## src/rtl/alu_exec_if.sv

```systemverilog
// Request/response bundle for the ALU execute unit.
// The master side issues an op and takes the result; the slave side is the unit.
interface alu_exec_if #(
  parameter int XLEN = 32
);
  logic            in_valid;
  logic            in_ready;
  logic [3:0]      alu_control;
  logic [XLEN-1:0] operand_a;
  logic [XLEN-1:0] operand_b;
  logic            out_valid;
  logic            out_ready;
  logic [XLEN-1:0] result;
  logic            zero;
  logic            illegal;

  modport master (
    output in_valid, alu_control, operand_a, operand_b, out_ready,
    input  in_ready, out_valid, result, zero, illegal
  );

  modport slave (
    input  in_valid, alu_control, operand_a, operand_b, out_ready,
    output in_ready, out_valid, result, zero, illegal
  );
endinterface

```

## src/rtl/alu_exec_unit.sv

```systemverilog
// ALU execute unit: takes a 4-bit ALU control code and two operands, returns
// result / zero / illegal over a valid/ready pair.
// Optional macro ALU_FAST_SHIFT_EN: SLL becomes a single-cycle barrel shift and
// the iterative shift state, accumulator and counter are not built.
module alu_exec_unit #(
  parameter int XLEN = 32
) (
  input  logic       clk,
  input  logic       rst,
  alu_exec_if.slave  bus
);
  localparam int SHAMT_W = $clog2(XLEN);

  localparam logic [3:0] OP_AND = 4'b0000;
  localparam logic [3:0] OP_OR  = 4'b0001;
  localparam logic [3:0] OP_ADD = 4'b0010;
  localparam logic [3:0] OP_SUB = 4'b0110;
  localparam logic [3:0] OP_SLT = 4'b0111;
  localparam logic [3:0] OP_SLL = 4'b1110;
  localparam logic [3:0] OP_NOP = 4'b1111;

  localparam logic [1:0] IDLE  = 2'd0;
`ifndef ALU_FAST_SHIFT_EN
  localparam logic [1:0] SHIFT = 2'd1;
`endif
  localparam logic [1:0] DONE  = 2'd2;

  logic [1:0]      state;
  logic [XLEN-1:0] result_reg;
  logic            zero_reg;
  logic            illegal_reg;

  logic               accept;
  logic [SHAMT_W-1:0] shamt;
  logic [XLEN-1:0]    op_result;
  logic               op_illegal;

`ifndef ALU_FAST_SHIFT_EN
  logic [XLEN-1:0]    acc;
  logic [SHAMT_W-1:0] cnt;
  logic [XLEN-1:0]    acc_shifted;
  assign acc_shifted = acc << 1;
`endif

  // A new op may enter when idle, or when the held result drains this same cycle.
  assign bus.in_ready  = (state == IDLE) || ((state == DONE) && bus.out_ready);
  assign accept        = bus.in_valid && bus.in_ready;
  assign shamt         = bus.operand_b[SHAMT_W-1:0];

  assign bus.out_valid = (state == DONE);
  assign bus.result    = result_reg;
  assign bus.zero      = zero_reg;
  assign bus.illegal   = illegal_reg;

  // Single-cycle datapath; in the iterative build SLL only finishes here when shamt is 0.
  always_comb begin
    op_result  = '0;
    op_illegal = 1'b0;
    case (bus.alu_control)
      OP_AND: op_result = bus.operand_a & bus.operand_b;
      OP_OR:  op_result = bus.operand_a | bus.operand_b;
      OP_ADD: op_result = bus.operand_a + bus.operand_b;
      OP_SUB: op_result = bus.operand_a - bus.operand_b;
      OP_SLT: op_result = {{(XLEN-1){1'b0}},
                           ($signed(bus.operand_a) < $signed(bus.operand_b))};
`ifdef ALU_FAST_SHIFT_EN
      OP_SLL: op_result = bus.operand_a << shamt;
`else
      OP_SLL: op_result = bus.operand_a;
`endif
      OP_NOP: op_result = '0;
      default: begin
        op_result  = '0;
        op_illegal = 1'b1;
      end
    endcase
  end

  // Control FSM plus result registers; an accept always wins over draining.
  always_ff @(posedge clk or posedge rst) begin
    if (rst) begin
      state       <= IDLE;
      result_reg  <= '0;
      zero_reg    <= 1'b0;
      illegal_reg <= 1'b0;
`ifndef ALU_FAST_SHIFT_EN
      acc         <= '0;
      cnt         <= '0;
`endif
    end else if (accept) begin
`ifndef ALU_FAST_SHIFT_EN
      if ((bus.alu_control == OP_SLL) && (shamt != '0)) begin
        acc   <= bus.operand_a;
        cnt   <= shamt;
        state <= SHIFT;
      end else
`endif
      begin
        result_reg  <= op_result;
        zero_reg    <= (op_result == '0);
        illegal_reg <= op_illegal;
        state       <= DONE;
      end
    end else begin
      case (state)
`ifndef ALU_FAST_SHIFT_EN
        SHIFT: begin
          acc <= acc_shifted;
          cnt <= cnt - 1'b1;
          if (cnt == SHAMT_W'(1)) begin
            result_reg  <= acc_shifted;
            zero_reg    <= (acc_shifted == '0);
            illegal_reg <= 1'b0;
            state       <= DONE;
          end
        end
`endif
        DONE: begin
          if (bus.out_ready) state <= IDLE;
        end
        default: state <= IDLE;
      endcase
    end
  end
endmodule

```

## src/flat_wrapper.sv

```systemverilog
// flat-port wrapper written by rule: the top's interface ports become plain ports
module alu_exec_unit_flat 
#(
  parameter int XLEN = 32
)
  (clk, rst, bus_in_valid, bus_alu_control, bus_operand_a, bus_operand_b, bus_out_ready, bus_in_ready, bus_out_valid, bus_result, bus_zero, bus_illegal);
  alu_exec_if #(.XLEN(XLEN)) bus_i ();
  input  logic clk;
  input  logic rst;
  input wire logic [$bits(bus_i.in_valid)-1:0] bus_in_valid;
  input wire logic [$bits(bus_i.alu_control)-1:0] bus_alu_control;
  input wire logic [$bits(bus_i.operand_a)-1:0] bus_operand_a;
  input wire logic [$bits(bus_i.operand_b)-1:0] bus_operand_b;
  input wire logic [$bits(bus_i.out_ready)-1:0] bus_out_ready;
  output wire logic [$bits(bus_i.in_ready)-1:0] bus_in_ready;
  output wire logic [$bits(bus_i.out_valid)-1:0] bus_out_valid;
  output wire logic [$bits(bus_i.result)-1:0] bus_result;
  output wire logic [$bits(bus_i.zero)-1:0] bus_zero;
  output wire logic [$bits(bus_i.illegal)-1:0] bus_illegal;
  assign bus_i.in_valid = bus_in_valid;
  assign bus_i.alu_control = bus_alu_control;
  assign bus_i.operand_a = bus_operand_a;
  assign bus_i.operand_b = bus_operand_b;
  assign bus_i.out_ready = bus_out_ready;
  assign bus_in_ready = bus_i.in_ready;
  assign bus_out_valid = bus_i.out_valid;
  assign bus_result = bus_i.result;
  assign bus_zero = bus_i.zero;
  assign bus_illegal = bus_i.illegal;
  alu_exec_unit #(.XLEN(XLEN)) u_core (.clk(clk), .rst(rst), .bus(bus_i));
endmodule
```

## config.mk

```make
export PLATFORM = sky130hd
export DESIGN_NAME = alu_exec_unit_flat
export DESIGN_NICKNAME = d
export VERILOG_FILES = /design/src/rtl/alu_exec_if.sv /design/src/rtl/alu_exec_unit.sv /design/src/flat_wrapper.sv
export SDC_FILE = /design/constraint.sdc
export NUM_CORES = 1
export LEC_CHECK = 0
export BUFFER_PORTS_ARGS = -buffer_cell sky130_fd_sc_hd__buf_2
export CAP_MARGIN = 20
export CELL_PAD_IN_SITES_DETAIL_PLACEMENT = 0
export CELL_PAD_IN_SITES_GLOBAL_PLACEMENT = 2
export CORE_UTILIZATION = 31
export CTS_CLUSTER_DIAMETER = 50
export DETAILED_ROUTE_END_ITERATION = 16
export GPL_TIMING_DRIVEN = 0
export PLACE_DENSITY_LB_ADDON = 0.1
export RECOVER_POWER = 25
export SYNTH_ARGS = -nofsm -noshare
export SYNTH_HDL_FRONTEND = slang
export SYNTH_SLANG_ARGS = --single-unit
```

## constraint.sdc

```tcl
create_clock -name clk -period 2.5 [get_ports clk]
set_input_delay 0.5 -clock clk [delete_from_list [all_inputs] [get_ports clk]]
set_output_delay 0.5 -clock clk [all_outputs]
set_load 0.02 [all_outputs]
```

Word level (Yosys, flattened, before mapping)

Index checks and enable logic that the tools add are counted.

Latch bits: 0
Bits in registers: 72
ROM bits: 0
Bits of input ports: 72
RAM bits: 0
Memories: 0
Logic and storage cells: 65
Output and inout bits: 36

Add/sub/neg operators: 3
Reduce and logical (&&, ||, !) cells: 15
$lt $le $gt $ge: 1
Multiply operators: 0
Equal/unequal tests: 13
Muxes and demuxes: 25
Div/mod/pow operators: 0
Bitwise gates (word level): 2
Shift-type cells: 0

Operators by type and width:

| cell                                             | count |
|---|---|
| case mux 32 bit (6 select lines)                 | 1 |
| 2-to-1 mux 32 bit                                | 4 |
| 2-to-1 mux 31 bit                                | 3 |
| zero test 32 bit                                 | 2 |
| adder 32 bit                                     | 1 |
| AND 32 bit                                       | 1 |
| less-than comparator 32 bit                      | 1 |
| bitwise OR 32 bit                                | 1 |
| subtractor 32 bit                                | 1 |
| 2-to-1 mux 5 bit                                 | 3 |
| 2-to-1 mux 1 bit                                 | 9 |
| == test 4 x 3 -> 1 bit, second input constant    | 2 |
| == test 4 bit, second input constant             | 2 |
| 2-to-1 mux 2 bit                                 | 4 |
| OR reduction 7 bit                               | 1 |
| == test 5 x 1 -> 1 bit, second input constant    | 1 |
| nonzero test 5 bit                               | 1 |
| subtractor 5 x 1 -> 5 bit, second input constant | 1 |
| == test 4 x 1 -> 1 bit, second input constant    | 1 |
| == test 4 x 2 -> 1 bit, second input constant    | 1 |
| zero test 4 bit                                  | 1 |
| != test 2 bit, second input constant             | 2 |
| case mux 2 bit (2 select lines)                  | 1 |
| AND reduction 2 bit                              | 2 |
| 9 further kinds                                  | 12 |

Longest topological paths before layout

Depth after elaboration: 6
Depth in mapped cells: 14

Worst setup path before layout

OpenSTA, ideal clock, no wires.

Path type: input -> register
Start point: input bus_operand_b[3]
End point: register u_core.zero_reg, in the netlist u_core.bus.zero
Cell stages on the path: 13
Path buffers: 1
Required time: 2.408 ns
Arrival: 3.382 ns
Slack: -0.973 ns
Cells stage by stage: inv_1 ha_1 buf_2 nand4_1 a211o_4 a31oi_2 a41oi_1 o21bai_1 mux2_2 or4_1 nor4_1 nand4_1 o31ai_2

Word-level cells in the longest chain between the ends: 5
Elaborated cells on any way between the ends: 13
Those cells by class: add/sub: 2; order compare: 1; eq/ne: 1; mux: 3; bitwise: 2; reduce/logical: 4

RTL lines:

| item                                            | RTL line             | source |
|---|---|---|
| start, declared                                 | flat_wrapper.sv:13   | `input wire logic [$bits(bus_i.operand_b)-1:0] bus_operand_b;` |
| subtractor 32 bit, or another cell as far along | alu_exec_unit.sv:63  | `OP_SUB: op_result = bus.operand_a - bus.operand_b;` |
| case mux 32 bit (6 select lines)                | alu_exec_unit.sv:59  | `case (bus.alu_control)` |
| zero test 32 bit                                | alu_exec_unit.sv:100 | `zero_reg <= (op_result == '0);` |
| 2-to-1 mux 1 bit                                | alu_exec_unit.sv:92  | `if ((bus.alu_control == OP_SLL) && (shamt != '0)) begin` |
| 2-to-1 mux 1 bit                                | alu_exec_unit.sv:90  | `end else if (accept) begin` |
| end signal, assigned                            | alu_exec_unit.sv:100 |  |
| end signal, assigned                            | alu_exec_unit.sv:112 | `zero_reg <= (acc_shifted == '0);` |
| end, declared                                   | alu_exec_unit.sv:30  | `logic zero_reg;` |

Several ways; a longest one is shown, not always the timed one. The select of a mux whose other input is x is not followed.
A chain may end at the register's enable or synchronous reset.

Worst setup path in the final report

Start point: input bus_operand_a[1]
End point: register u_core.zero_reg, in the netlist u_core.bus.zero

Word-level cells in the longest chain between the ends: 5
Elaborated cells on any way between the ends: 9
Those cells by class: add/sub: 2; order compare: 1; mux: 3; bitwise: 2; reduce/logical: 1

RTL lines:

| item                                            | RTL line             | source |
|---|---|---|
| start, declared                                 | flat_wrapper.sv:12   | `input wire logic [$bits(bus_i.operand_a)-1:0] bus_operand_a;` |
| subtractor 32 bit, or another cell as far along | alu_exec_unit.sv:63  |  |
| case mux 32 bit (6 select lines) (*)            | alu_exec_unit.sv:59  |  |
| zero test 32 bit (*)                            | alu_exec_unit.sv:100 |  |
| 2-to-1 mux 1 bit (*)                            | alu_exec_unit.sv:92  |  |
| 2-to-1 mux 1 bit (*)                            | alu_exec_unit.sv:90  |  |

Every way passes the cells marked *; elsewhere a longest branch is shown, timed or not. The select of a mux whose other input is x is not followed.

==> run_results.csv <==
group,metric,value,unit
detailed_routing,antenna_left,0,
placed_design,gp_congestion,0.932,
sta,timing.final.crit_share,1.45,
clock_tree,cts_tree,"built",
synthesis,ys_dominant_reg_cell,"dfrtp_1",
cells_and_area,layout_commonest_cell,"nand2_1",
detailed_routing,wire_per_inst,22.3,um
clock_tree,path_clk_slew,0.06,ns
synthesis,ys_ff_latch,72,
clock_tree,cts_max_level,3,
placed_design,place.port_buffers,106,
synthesis,syn_avg_cell_area,7.37,um2
global_route,grt_use_met2,0.435,
detailed_routing,vias_per_cell,5.66,
worst_hold_path,min_path_type,"primary input to asynchronous set/reset pin",
sta,clock.fmax,0.276,GHz
global_route,antenna_found_initial,0,
outcome,violations,"capacitance limit, slew limit, setup timing",
pwr,p_total,6770,uW
sta,worst_slack,-1.12,ns
setup_path,crit_type,"primary input to flip-flop",
sta,setup_viol,20,
synthesis,synth_nets,1410,
synthesis,synth.cell_area,9040,um2
sta,grt_setup_unrepaired,"yes",
synthesis,synthCells,1226,
cells_and_area,antenna_cells,0,
setup_path,r2r_setup_slack,-0.85,ns
floorplan,rows,62,
pwr,p_leak,0.00578,uW
setup_path,r2r_start,"u_core.cnt[1]",
clock_tree,numCtsBuffers,9,
sta,worstMarginPinSlew,1.75,ns
setup_path,critPathCaptureType,"flip-flop",
synthesis,synth_edf_count,0,
sta,fin_crit,3.62,ns
outcome,status,"finished, violations left",
global_route,grt_use_met3,0.0218,
sta,maxSlewHeadroom,-0.166,
pwr,max-vdd-ir-drop,0.410,mV
detailed_routing,drcViolationCount,0,
sta,fin_skew,0.00781,ns
synthesis,seq_area_frac_synth,0.199,
placed_design,dp_cells,1719,
pwr,power.density_cell_area,513,nW/um2
floorplan,initial_core_util,0.315,
clock_tree,clkSinkCount,72,
floorplan,design.die.area,29900,um2
cells_and_area,largest_register_ffs,32,
global_route,grt_pass1_wl,61.2,mm
setup_path,start_kind,"primary input",
global_route,grt_pass1_vias,9745,
setup_path,required,2.75,ns
sta,slew_viol_final,67,
global_route,grt_overflow,0,
detailed_routing,drt_iter0_markers,826,
cells_and_area,fin_nets,1620,
global_route,grt.total_usage,0.264,
cells_and_area,multi_input_area,7910,um2
detailed_routing,vias,10300,
clock_tree,cts_hold_buffers,0,
clock_tree,clockBufferDepth,2,
synthesis,synth.distinct_cells,83,
floorplan,die_x,173,um
cells_and_area,fillCellCount,2949,
clock_tree,cts_root_buf,"clkbuf_16",
setup_path,crit_fanout,4,
sta,hold_viol,0,
cells_and_area,regArea,1800,um2
cells_and_area,fin_cells,1824,
setup_path,reg2reg_to,"u_core.bus.zero",
clock_tree,clkLatencyLatePin,0.34,ns
placed_design,dp_slack,-2.35,ns
detailed_routing,wl,40.6,mm
cells_and_area,final_cell_mix,"129 x nand2_1, 96 x nor2_1, 87 x inv_1, 87 x buf_4, 87 x ha_1",
floorplan,boundaryPins,108,
placed_design,dpl.hpwl,31.3,mm
global_route,globalRouteMet1Util,0.379,
cells_and_area,area_delta_synth_final,46.0,%
cells_and_area,drive_gt1_frac,0.352,
detailed_routing,first_pass_iters,6,
flow_run,drv_cap,1,
floorplan,die_h,173,um
floorplan,core,28700,um2
cells_and_area,fin_area,13200,um2
setup_path,cp.arrival,3.87,ns
global_route,busiest_layer,"met2",
synthesis,async_reset_ff_frac,1.00,
global_route,grt_max_degree,67,
setup_path,r2r.worst_path.cells,13,
synthesis,ys_warn_count,0,
placed_design,place_area,10600,um2
-- how the worst max path moves through the flow --
stage	end	startpoint
global placement	u_core.bus.zero	bus_alu_control[3]
global route	u_core.bus.zero	bus_operand_a[8]
CTS	u_core.bus.zero	bus_operand_a[6]
floorplan	u_core.bus.zero	bus_operand_b[4]
detailed placement	u_core.bus.zero	bus_alu_control[3]
finish	u_core.bus.zero	bus_operand_a[1]
-- logic make-up after synthesis --
family	count (synthesis)	synth area share
adder cells (fa/ha/maj)	112	0.157
XOR/XNOR	9	0.00872
flip-flops	72	0.199
multiplexers	26	0.0289
AO/OA/AOI/OAI	422	0.320
AND/OR/NAND/NOR	384	0.199
buffers and inverters	201	0.0879
-- cell usage after synthesis, types with 19 or more instances --
cell type / instances / area, um2
ha_1: 110 / 1380
o21ai_0: 77 / 385
dfrtp_1: 72 / 1800
nor3_1: 24 / 120
a31oi_1: 41 / 257
mux2i_1: 25 / 250
a22oi_1: 38 / 285
nor2_1: 103 / 387
nand2_1: 132 / 495
nand3_1: 26 / 130
clkbuf_1: 47 / 176
o211ai_1: 19 / 143
a21oi_1: 92 / 460
inv_1: 130 / 488
-- report_power, final --
group / switching, uW / total (uW) / internal, uW
logic: 1880 / 3240 / 1360
registers: 456 / 2020 / 1570
clock network: 514 / 1510 / 998
-- layout make-up --
cell class	count	area share
clock inverter	5	0.00787
inverter	130	0.0454
timing repair buffer	204	0.123
tap	384	0.0364
sequential	72	0.137
multi-input combinational	953	0.599
buffer	66	0.0336
clock buffer	10	0.0181
-- routing by layer --
| metal | part of all wire | vias to the layer above |
|---|---|---|
| li1 | - | 4876 |
| met1 | 0.47 | 5067 |
| met2 | 0.47 | 328 |
| met3 | 0.045 | 45 |
| met4 | 0.017 | 0 |
| met5 | 0 | - |
-- metrics by stage --
step / TNS (ns) / utilization / hold slack (ns)
5_1_grt: -11.39 / 0.460 / 0.118
3_3_place_gp: -148.05 / 0.367 / 0.457
3_5_place_dp: -60.52 / 0.369 / 0.398
2_1_floorplan: -3.25 / - / 0.507
6_report: -9.78 / 0.460 / 0.0969
4_1_cts: -8.43 / 0.424 / 0.0408
-- worst max-delay path, stage by stage --
cell	delay [ns]
buf_12	0.09
inv_8	0.03
ha_4	0.27
a21o_1	0.14
nand4_1	0.21
a211o_4	0.46
a31oi_4	0.18
buf_6	0.14
a41oi_4	0.11
o21bai_1	0.20
mux2_4	0.35
or4_4	0.43
nor4_4	0.35
nand4_1	0.20
o31ai_2	0.21
-- timing repair --
| action | in CTS | in global routing |
|---|---|---|
| setup buffers | 45 | 50 |
| cloned | 0 | 2 |
| gates resized for setup | 224 | 164 |
| hold endpoints to repair | 0 | 0 |
| endpoints found under the setup margin | 69 | 56 |
| pin swaps | 50 | 84 |
No activity file was read; power rests on OpenSTA's default activity.
